`src/rtl/quad_paddle_decoder.sv`:
```
// ---------------------------------------------------------------------------
// quad_paddle_decoder
//
// Turns the raw paddle encoder quadrature pins into a clean, clamped paddle
// position for the pong core. Each raw pin is synchronised, then debounced.
// The debounced pair is decoded as a 4-state Gray sequence, and the decoded
// steps move a saturating position counter.
//
// Handshake: there is no backpressure. step_valid and error are one-cycle
// strobes that are never high together. position and dir are level outputs.
// dir holds its value between steps. Consumers sample position whenever
// they like, and sample dir on a step_valid strobe.
//
// Ports
//   clk        system clock
//   rst        asynchronous, active-low reset
//   quadA      raw encoder channel A (asynchronous)
//   quadB      raw encoder channel B (asynchronous)
//   position   registered paddle position, clamped to [POS_MIN, POS_MAX]
//   step_valid one-cycle strobe: a legal step was decoded (even if clamped)
//   dir        direction of the last legal step (1 = up, 0 = down)
//   error      one-cycle strobe: both filtered bits changed at once
// ---------------------------------------------------------------------------
module quad_paddle_decoder #(
    parameter int POS_W    = 9,
    parameter int POS_MIN  = 0,
    parameter int POS_MAX  = 511 - 120,
    parameter int POS_INIT = 128,
    parameter int DEB_CNT  = 1000,
    parameter int DEB_W    = 10
) (
    input  logic             clk,
    input  logic             rst,
    input  logic             quadA,
    input  logic             quadB,
    output logic [POS_W-1:0] position,
    output logic             step_valid,
    output logic             dir,
    output logic             error
);

    localparam logic [POS_W-1:0] P_MIN    = POS_W'(POS_MIN);
    localparam logic [POS_W-1:0] P_MAX    = POS_W'(POS_MAX);
    localparam logic [POS_W-1:0] P_INIT   = POS_W'(POS_INIT);
    localparam logic [DEB_W-1:0] DEB_LAST = DEB_W'(DEB_CNT - 1);

    typedef enum logic {
        ST_PRIME = 1'b0,  // waiting for both channels to settle after reset
        ST_RUN   = 1'b1   // decoding transitions
    } state_t;

    state_t state, state_next;

    // Channel bit 1 is A, bit 0 is B, so every 2-bit vector reads {A,B}.
    logic [1:0]       raw;
    logic [1:0]       sync1;
    logic [1:0]       sync2;
    logic [1:0]       deb;
    logic [DEB_W-1:0] cnt [2];
    logic [DEB_W-1:0] prime_cnt;
    logic [1:0]       prev;
    logic [1:0]       cur;
    logic             stable;

    logic             prime_load;
    logic             is_change;
    logic             is_err;
    logic             is_up;
    logic [POS_W-1:0] pos_next;

    assign raw    = {quadA, quadB};
    assign cur    = deb;
    assign stable = (sync2 == deb);

    // Two-flop synchroniser per channel.
    always_ff @(posedge clk or negedge rst) begin
        if (!rst) begin
            sync1 <= 2'b00;
            sync2 <= 2'b00;
        end else begin
            sync1 <= raw;
            sync2 <= sync1;
        end
    end

    // Debounce: a change is accepted only after the synchronised input has
    // disagreed with the filtered value for DEB_CNT consecutive cycles. Any
    // agreement restarts the count, so shorter glitches never get through.
    always_ff @(posedge clk or negedge rst) begin
        if (!rst) begin
            deb <= 2'b00;
            for (int i = 0; i < 2; i++) cnt[i] <= '0;
        end else begin
            for (int i = 0; i < 2; i++) begin
                if (sync2[i] == deb[i]) begin
                    cnt[i] <= '0;
                end else if (cnt[i] == DEB_LAST) begin
                    deb[i] <= sync2[i];
                    cnt[i] <= '0;
                end else begin
                    cnt[i] <= cnt[i] + DEB_W'(1);
                end
            end
        end
    end

    // Priming stability counter: number of consecutive cycles that both
    // channels have had no pending change.
    always_ff @(posedge clk or negedge rst) begin
        if (!rst) begin
            prime_cnt <= '0;
        end else if (state == ST_PRIME) begin
            if (!stable)
                prime_cnt <= '0;
            else if (prime_cnt != DEB_LAST)
                prime_cnt <= prime_cnt + DEB_W'(1);
        end
    end

    // State register.
    always_ff @(posedge clk or negedge rst) begin
        if (!rst) state <= ST_PRIME;
        else      state <= state_next;
    end

    // Next state and decode.
    always_comb begin
        state_next = state;
        prime_load = 1'b0;
        is_change  = 1'b0;
        is_err     = 1'b0;
        is_up      = 1'b0;
        pos_next   = position;
        case (state)
            ST_PRIME: begin
                // The encoder may rest in any state at reset release. Its
                // current filtered value is adopted as the reference, so no
                // motion is produced.
                if (stable && prime_cnt == DEB_LAST) begin
                    state_next = ST_RUN;
                    prime_load = 1'b1;
                end
            end
            ST_RUN: begin
                if (cur != prev) begin
                    is_change = 1'b1;
                    if ((cur ^ prev) == 2'b11) begin
                        is_err = 1'b1;
                    end else begin
                        // Along 00->10->11->01->00, new B always equals old A.
                        // Along the reverse order, it always differs.
                        is_up = (cur[0] == prev[1]);
                        if (is_up)
                            pos_next = (position == P_MAX) ? position
                                                           : position + POS_W'(1);
                        else
                            pos_next = (position == P_MIN) ? position
                                                           : position - POS_W'(1);
                    end
                end
            end
        endcase
    end

    // Registered outputs and reference state.
    always_ff @(posedge clk or negedge rst) begin
        if (!rst) begin
            prev       <= 2'b00;
            position   <= P_INIT;
            step_valid <= 1'b0;
            dir        <= 1'b0;
            error      <= 1'b0;
        end else begin
            step_valid <= 1'b0;
            error      <= 1'b0;
            if (prime_load) begin
                prev <= cur;
            end else if (is_change) begin
                prev <= cur;
                if (is_err) begin
                    error <= 1'b1;
                end else begin
                    step_valid <= 1'b1;
                    dir        <= is_up;
                    position   <= pos_next;
                end
            end
        end
    end

endmodule

```
`config.mk`:
```
export PLATFORM = sky130hd
export DESIGN_NAME = quad_paddle_decoder
export DESIGN_NICKNAME = d
export VERILOG_FILES = /design/src/rtl/quad_paddle_decoder.sv
export SDC_FILE = /design/constraint.sdc
export NUM_CORES = 1
export LEC_CHECK = 0
export CORE_MARGIN = 2
export CORE_UTILIZATION = 50
export DETAILED_ROUTE_END_ITERATION = 8
export PLACE_DENSITY = 0.69
export SLEW_MARGIN = 20
export SYNTH_ARGS = -nofsm -noshare
export SYNTH_HDL_FRONTEND = slang
export SYNTH_SLANG_ARGS = --single-unit
export TNS_END_PERCENT = 1
```
`constraint.sdc`:
```
create_clock -name clk -period 4.8 [get_ports clk]
set_clock_uncertainty 0.15 [all_clocks]
set_input_delay 0.96 -clock clk [delete_from_list [all_inputs] [get_ports clk]]
set_output_delay 0.96 -clock clk [all_outputs]
set_load 0.005 [all_outputs]
```
==> results.toml, run 1 <==
[yosys]
yosysSeqAreaShare = 0.4782
syn_nets = 283
synth_top_family_by_area = "simple AND/OR/NAND/NOR gates"
yosys-top-cells-count = "dfrtp_1, nor2_1, nand2_1, o21ai_0, xnor2_1"
yosysUniqueCellTypes = 44
synth-edff-count = 0
synth_area_leaders = "dfrtp_1, xnor2_1, nor2_1"
netlist_instances = 270
yosysTopAreaCell = "dfrtp_1"
ys.flop_type = "dfrtp_1"
synth-async-reset-ratio = 1.000
ys_ff_latch = 51
synth_most_common_cell = "dfrtp_1"
synth.area.mux_share = 0.02904
synth_compound_area_frac = 0.1119
ys_warn_count = 0
synth_area_mm2 = 0.002671
synth_xor_area_frac = 0.1143
synth_fa_ha_area_frac = 0.04215
syn_area_per_cell_um2 = 9.894
synth_top_area_frac = 0.4684
yosys.area_share.simple = 0.1864

[setup_path]
cp.arrival_ns = 3.15
startpoint_type = "register"
cp_max_fo = 13
crit_type = "register to register"
worstSetupEndpointType = "register"
cp.required_ns = 4.86

[cts]
clk_latency_ns = 0.31
htreeDepth = 2
cts_buffers = 5
hold_buffers = 0
cts_resized = 0
clock_sinks = 51
postCtsSetupRepairBufs = 0
clk_pin_slew_ns = 0.10
root_buffer = "clkbuf_8"
clock_path_buffers = 2
cts_tree = "done"

[floorplanning]
die_area_mm2 = 0.005944
die_w_um = 77.10
num_io_pins = 16
initial_core_util = 0.5197
num_rows = 26
die_h_um = 77.10
coreArea_mm2 = 0.005140

[pwr]
swShare = 0.2309
power_frac_comb = 0.036
p_seq_frac = 0.603
vdd_drop_max_v = 0.0001568
leakagePower_nw = 1.321
powerDensity_mw_per_mm2 = 250.4
p_sw_uw = 169.0
pwr-share-clk = 0.361
internal_power_uw = 562.8

[sta]
relSlewSlack = 0.5708
finalHoldViolations = 0
period_share = 0.6436
final-setup-viol-count = 0
grt_setup_unrepaired = "no"
period_minus_slack_ns = 3.089
setup_ws_ns = 1.711
worstMarginPinSlew_ns = 0.6406
fin_setup_tns_ns = 0
hold_slack_ns = 0.2090
finalMaxSlewViolations = 0
fmax_mhz = 323.7

[placed_design]
dpl.hpwl_um = 3137
gp_congestion = 0.8380
dp_cells = 346
portBuffers = 15
pre_cts_ws_ns = 1.746
place_area_mm2 = 0.002826

[global_route]
antenna_found_initial = 0
grtUsageTotal = 0.1757
grt_max_degree = 52
grt-ovfl-total = 0
grt_first_pass_wirelength_um = 8507
first_global_vias = 1885

[detailed_routing]
post-route-drc-count = 0
routedWlPerCell_um = 12.95
antenna_left = 0
dr.pass1.iters = 4
wl_um = 4585
num_vias = 1907
vias_per_cell = 5.387
drt-initial-drc-count = 103

[worst_hold_path]
min_path_type = "register to register"

[run_status]
outcome = "finished, final reports clean"

[finish]
area_delta_synth_final_pct = 9.414
final_area_mm2 = 0.002923
antennaDiodeCount = 0
fin_cells = 354
drive_gt1_frac = 0.08451
layout.nets = 296

[run]
maxCapViolations = 0
==> state kept, by name, indices dropped and copies added (netlist names) <==
signal	cells
prev	2
cur	2
position	9
error	1
sync2	2
sync1	2
step_valid	1
dir	1
state	1
cnt	20
prime_cnt	10
==> power by group through the flow <==
stage | combinational (mW) | clock (mW) | sequential (mW)
detailed placement | 0.0275 | 0 | 0.449
CTS | 0.0277 | 0.277 | 0.441
global route | 0.0321 | 0.296 | 0.442
global placement | 0.0271 | 0 | 0.449
floorplan | 0.0131 | 0 | 0.448
finish | 0.0267 | 0.264 | 0.441
==> worst paths after layout <==
kind	from	end	slack, ns	depth (start not counted)
worst max-delay path	cur[0]	position[7]	1.71	9
worst min-delay path	sync1[1]	sync2[1]	0.21	0
worst max register to register	cur[0]	position[7]	1.71	9
worst min register to register	sync1[1]	sync2[1]	0.21	0
max in group asynchronous	rst	position[5]	3.47	2
min in group asynchronous	rst	position[6]	0.60	2
==> cell type report <==
| class | instances | area, um^2 |
|---|---|---|
| Fill cell | 480 | 2217 |
| Multi-Input combinational cell | 205 | 1292 |
| Sequential cell | 51 | 1277 |
| Timing Repair Buffer | 16 | 152.6 |
| Tap cell | 70 | 87.58 |
| Clock buffer | 6 | 82.58 |
| Inverter | 4 | 16.27 |
| Clock inverter | 2 | 13.76 |
==> metal layers <==
metal	part of all wire	track usage	vias to the layer above	wire, um
li1	-	-	963	-
met1	0.52	0.2464	902	2365
met2	0.43	0.2658	31	1971
met3	0.031	0.02824	11	143
met4	0.023	0.08571	0	105
met5	0	0	-	0
==> cell families after synthesis <==
kind of cell,after synthesis
AO/OA/AOI/OAI,50
adder cells (fa/ha/maj),9
flip-flops,51
multiplexers,7
AND/OR/NAND/NOR,105
buffers and inverters,14
XOR/XNOR,34
==> layout by cell type (no fill, tap or decap), types with 2 or more instances in the layout <==
cell type | synthesis | layout
dfrtp_1 | 50 | 50
clkdlybuf4s50_1 | 0 | 14
and3_1 | 10 | 10
nor2_1 | 37 | 37
a21oi_1 | 10 | 10
o22ai_1 | 2 | 2
nor3_1 | 5 | 5
a31oi_1 | 3 | 3
nand2b_1 | 4 | 4
mux2_2 | 6 | 6
xnor2_1 | 19 | 19
inv_1 | 3 | 3
xor2_1 | 14 | 14
clkinv_2 | 1 | 2
clkbuf_8 | 0 | 6
nand2_1 | 23 | 23
nand4_1 | 5 | 5
or4_1 | 4 | 4
o21ai_0 | 23 | 23
o31ai_1 | 3 | 3
ha_1 | 9 | 9
nand3_1 | 9 | 9
==> critical path, cell delays in order (launching register included) <==
cell,delay (ns)
dfrtp_1,0.48
xnor2_2,0.55
clkinv_2,0.36
ha_1,0.44
a31oi_1,0.18
o21ai_0,0.14
a41o_1,0.25
a41oi_1,0.20
xor2_1,0.16
o21ai_0,0.09
==> per-stage QoR <==
step                      power [mW]    util
after floorplan               0.4613       -
after global placement        0.4762  0.5499
after detailed placement      0.4768  0.5499
after CTS                     0.7459  0.5686
after global routing          0.7705  0.5686
final                         0.7318  0.5686
Power figures use the tool's default switching activity.
==> inputs of run 2 (changes only) <==
==> constraint.sdc (replaced) <==
create_clock -name clk -period 3.2 [get_ports clk]
set_clock_uncertainty 0.15 [all_clocks]
set_input_delay 0.64 -clock clk [delete_from_list [all_inputs] [get_ports clk]]
set_output_delay 0.64 -clock clk [all_outputs]
set_load 0.005 [all_outputs]
==> results.toml, run 2 (synthesized netlist as in run 1, its figures left out) <==
[global_route]
grt_max_degree = 30
first_global_vias = 1830
grtUsageTotal = 0.1739
antenna_found_initial = 0
grt-ovfl-total = 0
grt_first_pass_wirelength_um = 8362

[sta]
period_minus_slack_ns = 2.591
fmax_mhz = 385.9
grt_setup_unrepaired = "no"
finalMaxSlewViolations = 0
fin_setup_tns_ns = 0
hold_slack_ns = 0.1490
finalHoldViolations = 0
final-setup-viol-count = 0
period_share = 0.8097
relSlewSlack = 0.6348
worstMarginPinSlew_ns = 0.5478

[setup_path]
cp.required_ns = 3.27
reg2reg_setup_slack_ns = 0.61
worstSetupEndpointType = "register"
cp.arrival_ns = 2.66
crit_type = "register to register"
startpoint_type = "register"
cp_max_fo = 13

[finish]
final_cell_mix = "dfrtp_1, nor2_1, nand2_1, o21ai_0, xnor2_1"
layout_commonest_cell = "dfrtp_1"
final_area_mm2 = 0.002929
layout.nets = 297
drive_gt1_frac = 0.08421
fin_cells = 355
max_flop_register = "cnt"
top_regs = "cnt x20, prime_cnt x10, position x9"
fillers = 472
antennaDiodeCount = 0
largest_reg_flops = 20
area_delta_synth_final_pct = 9.649

[worst_hold_path]
min_path_type = "input pin to asynchronous set/reset pin"

[detailed_routing]
antenna_left = 0
wl_um = 4657
vias_per_cell = 5.389
routedWlPerCell_um = 13.12
num_vias = 1913
drt-initial-drc-count = 119
post-route-drc-count = 0
dr.pass1.iters = 4

[placed_design]
place_area_mm2 = 0.002834
gp_congestion = 0.8515
dp_cells = 347
portBuffers = 15
dpl.hpwl_um = 3250

[cts]
cts_resized = 0
clk_pin_slew_ns = 0.09
clock_sinks = 51
clock_path_buffers = 2
root_buffer = "clkbuf_8"
hold_buffers = 0
postCtsSetupRepairBufs = 0
htreeDepth = 2
cts_buffers = 5
cts_tree = "done"
clk_latency_ns = 0.31

[pwr]
powerDensity_mw_per_mm2 = 373.2
leakagePower_nw = 1.322
vdd_drop_max_v = 0.0002079

[floorplanning]
die_h_um = 77.10
num_rows = 26
die_area_mm2 = 0.005944
coreArea_mm2 = 0.005140
die_w_um = 77.10
initial_core_util = 0.5197
num_io_pins = 16

[run]
maxCapViolations = 0

[run_status]
outcome = "finished, final reports clean"
## run 2: cell count changes in the layout (fill, tap and decap cells not counted)
cell and change:
buf_4 +1, clkbuf_1 +1, clkinv_2 -1, clkinv_4 +1
inv_6 -1
## run 2: layout make-up
cell class / count / area [um^2] / share of cell area
Multi-Input combinational cell: 205 / 1292 / 0.4413
Timing Repair Buffer: 17 / 160.2 / 0.05468
Inverter: 4 / 16.27 / 0.005553
Clock inverter: 1 / 8.758 / 0.002990
Tap cell: 70 / 87.58 / 0.02990
Sequential cell: 51 / 1277 / 0.4361
Clock buffer: 7 / 86.33 / 0.02947
## run 2: critical path: stages, from the launching register on
cell	delay (ns)
dfrtp_1	0.49
xnor2_2	0.20
clkinv_2	0.20
ha_1	0.37
a21oi_1	0.20
o21ai_0	0.16
a41o_1	0.27
a41oi_1	0.22
xor2_1	0.16
o21ai_0	0.08
## run 2: worst paths after layout
| kind | startpoint | end | cells past startpoint |
|---|---|---|---|
| max | cur[0] | position[7] | 9 |
| min in group clk | sync1[0] | sync2[0] | 0 |
| min reg2reg | sync1[0] | sync2[0] | 0 |
| min | rst | position[8] | 1 |
| max in group asynchronous | rst | prev[1] | 2 |
| max reg2reg | cur[0] | position[7] | 9 |
## run 2: metrics by stage
step | setup WS (ns) | power (mW) | util
finish | 0.6089 | 1.093 | 0.5699
global route | 0.4476 | 1.140 | 0.5699
CTS | 0.6262 | 1.112 | 0.5699
detailed placement | 0.6551 | 0.7158 | 0.5514
global placement | 0.7335 | 0.7147 | 0.5514
floorplan | 0.7938 | 0.6920 | -
## run 2: power by group
group          switching (mW)  internal, mW
logic                  0.0267        0.0130
registers             0.00796         0.654
clock network           0.214         0.178
## run 2: per-layer routing
metal	wire length [um]	GRT usage	vias to the layer above
li1	-	-	961
met4	79	0.07857	0
met5	0	0	-
met2	2107	0.2675	29
met3	142	0.02941	7
met1	2328	0.2418	916
